`config.mk`:
```
export PLATFORM = sky130hd
export DESIGN_NAME = lcd_video_out
export DESIGN_NICKNAME = d
export VERILOG_FILES = /design/src/rtl/lcd_video_out.sv
export SDC_FILE = /design/constraint.sdc
export NUM_CORES = 1
export LEC_CHECK = 0
export BUFFER_PORTS_ARGS = -buffer_cell sky130_fd_sc_hd__buf_2
export CELL_PAD_IN_SITES_DETAIL_PLACEMENT = 1
export CELL_PAD_IN_SITES_GLOBAL_PLACEMENT = 1
export CORE_UTILIZATION = 37
export DETAILED_ROUTE_END_ITERATION = 16
export GPL_ROUTABILITY_DRIVEN = 0
export PLACE_DENSITY_LB_ADDON = 0.1
export SYNTH_ARGS = -nofsm -noshare
export SYNTH_HDL_FRONTEND = slang
export SYNTH_SLANG_ARGS = --single-unit
```
`constraint.sdc`:
```
create_clock -name clock -period 2.6 [get_ports clock]
set_input_delay 0.13 -clock clock [delete_from_list [all_inputs] [get_ports clock]]
set_output_delay 0.13 -clock clock [all_outputs]
set_load 0.02 [all_outputs]
```
`src/rtl/lcd_video_out.sv`:
```
// LCD output stage: pixel-clock divider, raster/sync timing re-aligned to a
// pipelined pixel source, text-overlay colour compositing and PWM backlight.
module lcd_video_out #(
    parameter int CLOCK_DIVIDE = 2,
    parameter int H_ACTIVE     = 800,
    parameter int H_FRONT      = 40,
    parameter int H_SYNC       = 48,
    parameter int H_BACK       = 88,
    parameter int V_ACTIVE     = 480,
    parameter int V_FRONT      = 13,
    parameter int V_SYNC       = 3,
    parameter int V_BACK       = 32,
    parameter int COORD_BITS   = 11,
    parameter int COLOR_BITS   = 8,
    parameter int PIPE_DELAY   = 1,
    parameter int PWM_BITS     = 8
) (
    input  logic                  clock,
    input  logic                  reset,
    input  logic                  display_enable,
    input  logic [COLOR_BITS-1:0] pixel_red,
    input  logic [COLOR_BITS-1:0] pixel_green,
    input  logic [COLOR_BITS-1:0] pixel_blue,
    input  logic                  overlay_on,
    input  logic [PWM_BITS-1:0]   backlight_level,
    output logic                  tick,
    output logic [COORD_BITS-1:0] x,
    output logic [COORD_BITS-1:0] y,
    output logic                  active,
    output logic                  next_frame,
    output logic                  lcd_clock,
    output logic                  lcd_hs_n,
    output logic                  lcd_vs_n,
    output logic                  lcd_de,
    output logic [COLOR_BITS-1:0] lcd_red,
    output logic [COLOR_BITS-1:0] lcd_green,
    output logic [COLOR_BITS-1:0] lcd_blue,
    output logic                  lcd_display_on,
    output logic                  lcd_backlight_pwm
);
    localparam int H_TOTAL  = H_ACTIVE + H_FRONT + H_SYNC + H_BACK;
    localparam int V_TOTAL  = V_ACTIVE + V_FRONT + V_SYNC + V_BACK;
    localparam int DIV_BITS = (CLOCK_DIVIDE >= 2) ? $clog2(CLOCK_DIVIDE) : 1;

    localparam logic [DIV_BITS-1:0]   DIV_LAST = DIV_BITS'(CLOCK_DIVIDE - 1);
    localparam logic [DIV_BITS-1:0]   DIV_HALF = DIV_BITS'(CLOCK_DIVIDE / 2);
    localparam logic [COORD_BITS-1:0] H_LAST   = COORD_BITS'(H_TOTAL - 1);
    localparam logic [COORD_BITS-1:0] V_LAST   = COORD_BITS'(V_TOTAL - 1);
    localparam logic [COORD_BITS-1:0] H_VIS    = COORD_BITS'(H_ACTIVE);
    localparam logic [COORD_BITS-1:0] V_VIS    = COORD_BITS'(V_ACTIVE);
    localparam logic [COORD_BITS-1:0] HS_BEGIN = COORD_BITS'(H_ACTIVE + H_FRONT);
    localparam logic [COORD_BITS-1:0] HS_END   = COORD_BITS'(H_ACTIVE + H_FRONT + H_SYNC);
    localparam logic [COORD_BITS-1:0] VS_BEGIN = COORD_BITS'(V_ACTIVE + V_FRONT);
    localparam logic [COORD_BITS-1:0] VS_END   = COORD_BITS'(V_ACTIVE + V_FRONT + V_SYNC);

    if (CLOCK_DIVIDE < 2) begin : g_bad_divide
        $error("lcd_video_out: CLOCK_DIVIDE must be >= 2");
    end
    if (PIPE_DELAY < 0 || PIPE_DELAY > 7) begin : g_bad_delay
        $error("lcd_video_out: PIPE_DELAY must be in 0..7");
    end
    if ((H_TOTAL > (1 << COORD_BITS)) || (V_TOTAL > (1 << COORD_BITS))) begin : g_bad_coord
        $error("lcd_video_out: COORD_BITS too small for the raster totals");
    end

    logic [DIV_BITS-1:0]   div_q, div_d;
    logic                  tick_q, lcd_clock_q;
    logic [COORD_BITS-1:0] h_q, h_d, v_q, v_d;
    logic [PWM_BITS-1:0]   pwm_count_q, level_q, level_d;
    logic                  pwm_q, pwm_d;
    logic [2:0]            sync_now, sync_dly;   // {hs, vs, de}, active high
    logic                  hs_n_q, vs_n_q, de_q, display_on_q;
    logic [COLOR_BITS-1:0] red_q, green_q, blue_q, red_d, green_d, blue_d;

    assign active   = (h_q < H_VIS) && (v_q < V_VIS);
    assign sync_now = {(h_q >= HS_BEGIN) && (h_q < HS_END),
                       (v_q >= VS_BEGIN) && (v_q < VS_END),
                       active};

    // NOTE: every signal driven from always_comb gets a default first, so no latch is inferred.
    always_comb begin
        div_d   = (div_q == DIV_LAST) ? '0 : div_q + 1'b1;
        h_d     = h_q;
        v_d     = v_q;
        level_d = level_q;
        if (tick_q) begin
            if (h_q == H_LAST) begin
                h_d = '0;
                v_d = (v_q == V_LAST) ? '0 : v_q + 1'b1;
            end else begin
                h_d = h_q + 1'b1;
            end
            if (pwm_count_q == '1) begin
                level_d = backlight_level;
            end
        end
        pwm_d = (level_q == '1) || (pwm_count_q < level_q);

        red_d   = '0;
        green_d = '0;
        blue_d  = '0;
        if (sync_dly[0] && display_enable) begin
            if (overlay_on) begin
                red_d   = '1;
                green_d = '1;
                blue_d  = '1;
            end else begin
                red_d   = pixel_red;
                green_d = pixel_green;
                blue_d  = pixel_blue;
            end
        end
    end

    if (PIPE_DELAY == 0) begin : g_no_pipe
        assign sync_dly = sync_now;
    end else begin : g_pipe
        logic [2:0] pipe_q [PIPE_DELAY];
        // NOTE: the delay line is reset explicitly so stale pre-reset syncs never reach the pins.
        always_ff @(posedge clock) begin
            if (reset) begin
                for (int i = 0; i < PIPE_DELAY; i++) pipe_q[i] <= 3'b000;
            end else if (tick_q) begin
                pipe_q[0] <= sync_now;
                for (int i = 1; i < PIPE_DELAY; i++) pipe_q[i] <= pipe_q[i-1];
            end
        end
        assign sync_dly = pipe_q[PIPE_DELAY-1];
    end

    always_ff @(posedge clock) begin
        if (reset) begin
            div_q        <= '0;
            tick_q       <= 1'b0;
            lcd_clock_q  <= 1'b0;
            h_q          <= '0;
            v_q          <= '0;
            pwm_count_q  <= '0;
            level_q      <= '0;
            pwm_q        <= 1'b0;
            display_on_q <= 1'b0;
            hs_n_q       <= 1'b1;
            vs_n_q       <= 1'b1;
            de_q         <= 1'b0;
            red_q        <= '0;
            green_q      <= '0;
            blue_q       <= '0;
        end else begin
            div_q        <= div_d;
            tick_q       <= (div_q == DIV_LAST);
            // lcd_clock lags div by one clock, so it falls exactly as panel outputs update.
            lcd_clock_q  <= (div_q >= DIV_HALF);
            h_q          <= h_d;
            v_q          <= v_d;
            level_q      <= level_d;
            pwm_q        <= pwm_d;
            display_on_q <= display_enable;
            if (tick_q) begin
                pwm_count_q <= pwm_count_q + 1'b1;
                hs_n_q      <= ~sync_dly[2];
                vs_n_q      <= ~sync_dly[1];
                de_q        <= sync_dly[0];
                red_q       <= red_d;
                green_q     <= green_d;
                blue_q      <= blue_d;
            end
        end
    end

    assign tick              = tick_q;
    assign x                 = h_q;
    assign y                 = v_q;
    assign next_frame        = tick_q && (h_q == H_LAST) && (v_q == V_LAST);
    assign lcd_clock         = lcd_clock_q;
    assign lcd_hs_n          = hs_n_q;
    assign lcd_vs_n          = vs_n_q;
    assign lcd_de            = de_q;
    assign lcd_red           = red_q;
    assign lcd_green         = green_q;
    assign lcd_blue          = blue_q;
    assign lcd_display_on    = display_on_q;
    assign lcd_backlight_pwm = pwm_q;
endmodule

```
==> results of run 1 <==
[path summary, 6_finish.rpt]
kind,start,endpoint,slack (ns),cells after the start
setup / recovery,x[0],next_frame,0.39,5
hold / removal,backlight_level[2],level_q[2],0.03,3
setup reg to reg,x[0],y[5],0.46,5
hold reg to reg,div_q,div_q,0.43,1
[through the flow]
stage	area (um^2)	hold WS [ns]	util, %	setup slack [ns]	instances
4_1_cts	3880	0.0173	47.2	0.354	566
2_1_floorplan	3130	0.258	-	0.591	368
6_report	3880	0.0256	47.2	0.388	566
3_5_place_dp	3660	0.380	44.6	0.464	551
3_3_place_gp	3660	0.363	44.6	0.580	551
5_1_grt	3880	0.0135	47.2	0.190	566
[Yosys cell counts (2+ instances only)]
master,n
xnor2_1,8
nand2_1,39
xor2_1,6
o21ai_0,34
buf_6,2
nand3_1,16
nand4b_1,2
ha_1,12
nand4_1,9
o31ai_1,5
nor3_1,7
dfxtp_1,69
nor4_1,6
clkbuf_1,12
edfxtp_1,3
nor2_1,55
a21oi_1,16
or4_1,7
nand2b_1,7
mux2i_1,10
and2_1,2
inv_1,16
nor2b_1,4
or3_1,5
[power groups by stage]
stage | clock network (uW) | registers, uW | logic [uW]
3_3_place_gp | 0 | 1170 | 122
3_5_place_dp | 0 | 1170 | 126
4_1_cts | 1010 | 1140 | 126
2_1_floorplan | 0 | 1180 | 55.6
6_report | 986 | 1140 | 123
5_1_grt | 1070 | 1140 | 137
[kinds of logic (layout without fill, tap and decap cells)]
logic type | after synthesis | in the layout | synth area share, %
DFF | 72 | 72 | 47.1
adders and majority gates | 12 | 12 | 4.80
and+or+nand+nor | 165 | 165 | 25.5
AOI/OAI and AO/OA | 62 | 62 | 10.9
buffers and inverters | 33 | 126 | 4.60
xor gates and xnor gates | 14 | 14 | 3.92
muxes | 10 | 10 | 3.20
[area by class of cell]
type	count	area (um^2)
tap	105	131
clock inverter	5	81.3
clock buffer	10	138
sequential	72	1470
multi-input combinational	263	1510
timing repair buffer	95	488
inverter	16	60.1
fill	1038	4340
[critical path, cell delays in order (launching register included)]
cell and delay, ns:
dfxtp_1 0.42, ha_1 0.24, nand2_1 0.16, or4_1 0.59, nor2_1 0.15, buf_2 0.18
[layer usage]
| metal | vias to the layer above | routed length (um) |
|---|---|---|
| met2 | 72 | 3560 |
| met5 | - | 0 |
| met3 | 9 | 479 |
| li1 | 1442 | - |
| met4 | 0 | 106 |
| met1 | 1298 | 3710 |
[registers in the layout, indices dropped and copies added (netlist names), 3 cells and up]
register       cells
g_pipe.pipe_q      3
lcd_blue           8
lcd_green          8
lcd_red            8
level_q            8
pwm_count_q        8
x                 11
y                 11
==> results.toml, run 1 <==
[logic_synthesis]
syn_area_per_cell_um2 = 8.50
syn_nets = 416
synth_area_leader_cell = "dfxtp_1"
yosys-top-cells-area = "dfxtp_1 (44%), nor2_1 (6.6%), o21ai_0 (5.4%)"
synth_edf_count = 3
synth_top_area_share_pct = 44.2
ys_seq_area_share_pct = 47.1
synth_area_mm2 = 0.00313
synth_cell_type_count = 40
yosys_warnings = 0
synthArstFlopShare_pct = 0
synth_cells = 368
synth-main-ff-cell = "dfxtp_1"
ys_ff_latch = 72

[global_routing]
first_global_vias = 2825
antenna_found_initial = 0
grt_usage_pct = 19.1
grt_util_met2_pct = 30.6
grt_pass1_wl_mm = 13.2
met1_usage_pct = 24.3
grt_util_met3_pct = 5.83
grt_start_max_net_pins = 25
grt_overflow = 0
grt-busiest-layer = "met2"

[cts]
hold_buffers = 0
cts_max_path_buffers = 2
cts_resized = 0
clk_pin_slew_ns = 0.08
cts_setup_buffers = 0
cts_made_buffers = 9
root_buffer = "clkbuf_8"
htree_levels = 3
cts_tree = "done"
cts_sinks = 72
clock_latency_ns = 0.34

[power]
cellPowerDensity_mw_per_mm2 = 580
seqPwrFrac_pct = 50.7
swShare_pct = 22.8
peakVddDrop_v = 0.000222
p_comb_share_pct = 5.5
p_leak_uw = 0.00159
intPower_uw = 1740
power_uw = 2250
clock_power_share_pct = 43.8
switchingPower_uw = 513

[worst_setup_path]
start_kind = "flop"
critPathMaxFanout = 8
arrival_ns = 2.08
crit_type = "flop to output pin"
worstPathRequired_ns = 2.47
critPathCaptureType = "output pin"

[placed_design]
io_buffers = 90
hpwl_mm = 5.70

[drt]
drc = 0
drt_iter0_markers = 113
route.final.wire_length_mm = 7.85
vias_per_cell = 4.98
via_count = 2821
ant_nets = 0
dr.pass1.iters = 4
wl_per_cell_um = 13.9

[sta]
clock.fmax_ghz = 0.452
max_slew_margin_pct = 57.0
finalSetupViolations = 0
fin_tns_setup_ns = 0
min_period_over_period_pct = 85.1
rsz0062_at_grt = "no"
skew_ns = 0.00730
min_period_ns = 2.21
tightest_slew_ns = 0.640
finalMaxSlewViolations = 0
hold_violations = 0

[die]
die_area_mm2 = 0.00882
fp.dieW_um = 93.9
core_mm2 = 0.00822
initial_core_util_pct = 38.1
die_h_um = 93.9
rows = 33
ios = 91

[final_layout]
area_growth_pct = 24.1
n_antenna_cell = 0
nets = 505
layout-drive-gt1-share_pct = 24.7
layout_commonest_cell = "buf_2"
most-common-layout-cells = "buf_2 (90), dfxtp_1 (69), nor2_1 (55), nand2_1 (39), o21ai_0 (34)"

[worst_hold_path]
hold_path_class = "input port to flop"

[run_status]
status = "complete, no violations"

[job]
maxCapViolCount = 0
(Power assumes the default switching activity.)
==> inputs of run 2 (changes only) <==
--- a/config.mk
+++ b/config.mk
@@ -6,7 +6,7 @@
 export NUM_CORES = 1
 export LEC_CHECK = 0
 export BUFFER_PORTS_ARGS = -buffer_cell sky130_fd_sc_hd__buf_2
-export CELL_PAD_IN_SITES_DETAIL_PLACEMENT = 1
+export CELL_PAD_IN_SITES_DETAIL_PLACEMENT = 0
 export CELL_PAD_IN_SITES_GLOBAL_PLACEMENT = 1
 export CORE_UTILIZATION = 37
 export DETAILED_ROUTE_END_ITERATION = 16
==> results.toml, run 2 (same netlist as run 1, synthesis figures left out) <==
[sta]
clock.fmax_ghz = 0.457
timing.final.ws_setup_ns = 0.413
min_period_over_period_pct = 84.1
max_slew_margin_pct = 59.9
tightest_slew_ns = 0.597
fin_tns_setup_ns = 0
finalSetupViolations = 0
hold_violations = 0
rsz0062_at_grt = "no"
min_period_ns = 2.19
finalMaxSlewViolations = 0
skew_ns = 0.00935

[final_layout]
most-common-layout-cells = "buf_2 (90), dfxtp_1 (69), nor2_1 (55), nand2_1 (39), o21ai_0 (34)"
layout_commonest_cell = "buf_2"
nets = 505
area_growth_pct = 23.0
finalNonFillerCells = 566
n_antenna_cell = 0
layout-drive-gt1-share_pct = 24.7

[die]
ios = 91
fp.dieW_um = 93.9
initial_core_util_pct = 38.1
rows = 33
core_mm2 = 0.00822
die_h_um = 93.9
die_area_mm2 = 0.00882

[global_routing]
antenna_found_initial = 0
grt_pass1_wl_mm = 11.7
grt_start_max_net_pins = 25
first_global_vias = 2566
grt_usage_pct = 17.0
grt_overflow = 0

[cts]
htree_levels = 3
cts_setup_buffers = 0
root_buffer = "clkbuf_8"
clock_latency_ns = 0.34
hold_buffers = 0
cts_resized = 0
cts_made_buffers = 9
clk_pin_slew_ns = 0.08
cts_sinks = 72
cts_max_path_buffers = 2
cts_tree = "done"

[power]
cellPowerDensity_mw_per_mm2 = 547
p_leak_uw = 0.00158
power_uw = 2110
peakVddDrop_v = 0.000232

[job]
maxCapViolCount = 0

[placed_design]
hpwl_mm = 5.09
dp_worst_setup_slack_ns = 0.486
io_buffers = 90
placedCellCount = 551

[worst_setup_path]
r2r_setup_slack_ns = 0.54
r2r_start = "x[0]"
start_kind = "flop"
critPathCapture = "next_frame"
worstPathRequired_ns = 2.47
arrival_ns = 2.06
reg2reg_depth = 5
r2r_end = "y[5]"
critPathCaptureType = "output pin"
critPathMaxFanout = 8
startpoint = "x[0]"
crit_type = "flop to output pin"

[worst_hold_path]
hold_path_depth = 3
hold_path_class = "input port to flop"

[drt]
dr.pass1.iters = 4
via_count = 2762
drc = 0
wl_per_cell_um = 12.5
route.final.wire_length_mm = 7.05
vias_per_cell = 4.88
drt_iter0_markers = 85
ant_nets = 0

[run_status]
status = "complete, no violations"
==> run 2: cell type report <==
| cell class | instances | area, um^2 |
|---|---|---|
| clock buffer | 9 | 124 |
| clock inverter | 6 | 61.3 |
| fill | 866 | 4370 |
| inverter | 16 | 60.1 |
| multi-input combinational | 263 | 1510 |
| sequential | 72 | 1470 |
| tap | 105 | 131 |
| timing repair buffer | 95 | 488 |
==> run 2: per-stage QoR <==
stage          utilization (%)  instance area (um^2)  hold WS, ns
2_1_floorplan                -                  3130        0.258
5_1_grt                   46.8                  3850      0.00733
4_1_cts                   46.8                  3850      0.00662
3_5_place_dp              44.6                  3660        0.375
6_report                  46.8                  3850       0.0230
3_3_place_gp              44.6                  3660        0.363
==> run 2: worst max-delay path, cell delays in order, from the launching register on <==
cell,delay [ns]
dfxtp_1,0.41
ha_1,0.23
nand2_1,0.16
or4_1,0.59
nor2_1,0.15
buf_2,0.18
==> run 2: report_power, final <==
| group | switching, uW | internal, uW | total [uW] |
|---|---|---|---|
| sequential | 13.3 | 1130 | 1140 |
| clock | 411 | 434 | 845 |
| combinational | 72.4 | 48.9 | 121 |
| total | 497 | 1610 | 2110 |
==> run 2: layer usage <==
layer | vias up | routed length, um | track usage (%)
met2 | 85 | 2940 | 24.5
met3 | 12 | 548 | 5.34
met4 | 0 | 138 | 8.59
li1 | 1443 | - | -
met1 | 1222 | 3420 | 22.6
met5 | - | 0 | 0
==> run 2: worst min-delay path by stage <==
stage / startpoint / slack (ns) / to
after global placement: backlight_level[3] / 0.36 / level_q[3]
after detailed placement: backlight_level[3] / 0.37 / level_q[3]
after floorplan: display_enable / 0.26 / lcd_display_on
final: backlight_level[1] / 0.02 / level_q[1]
after global routing: backlight_level[1] / 0.007 / level_q[1]
after CTS: backlight_level[1] / 0.007 / level_q[1]
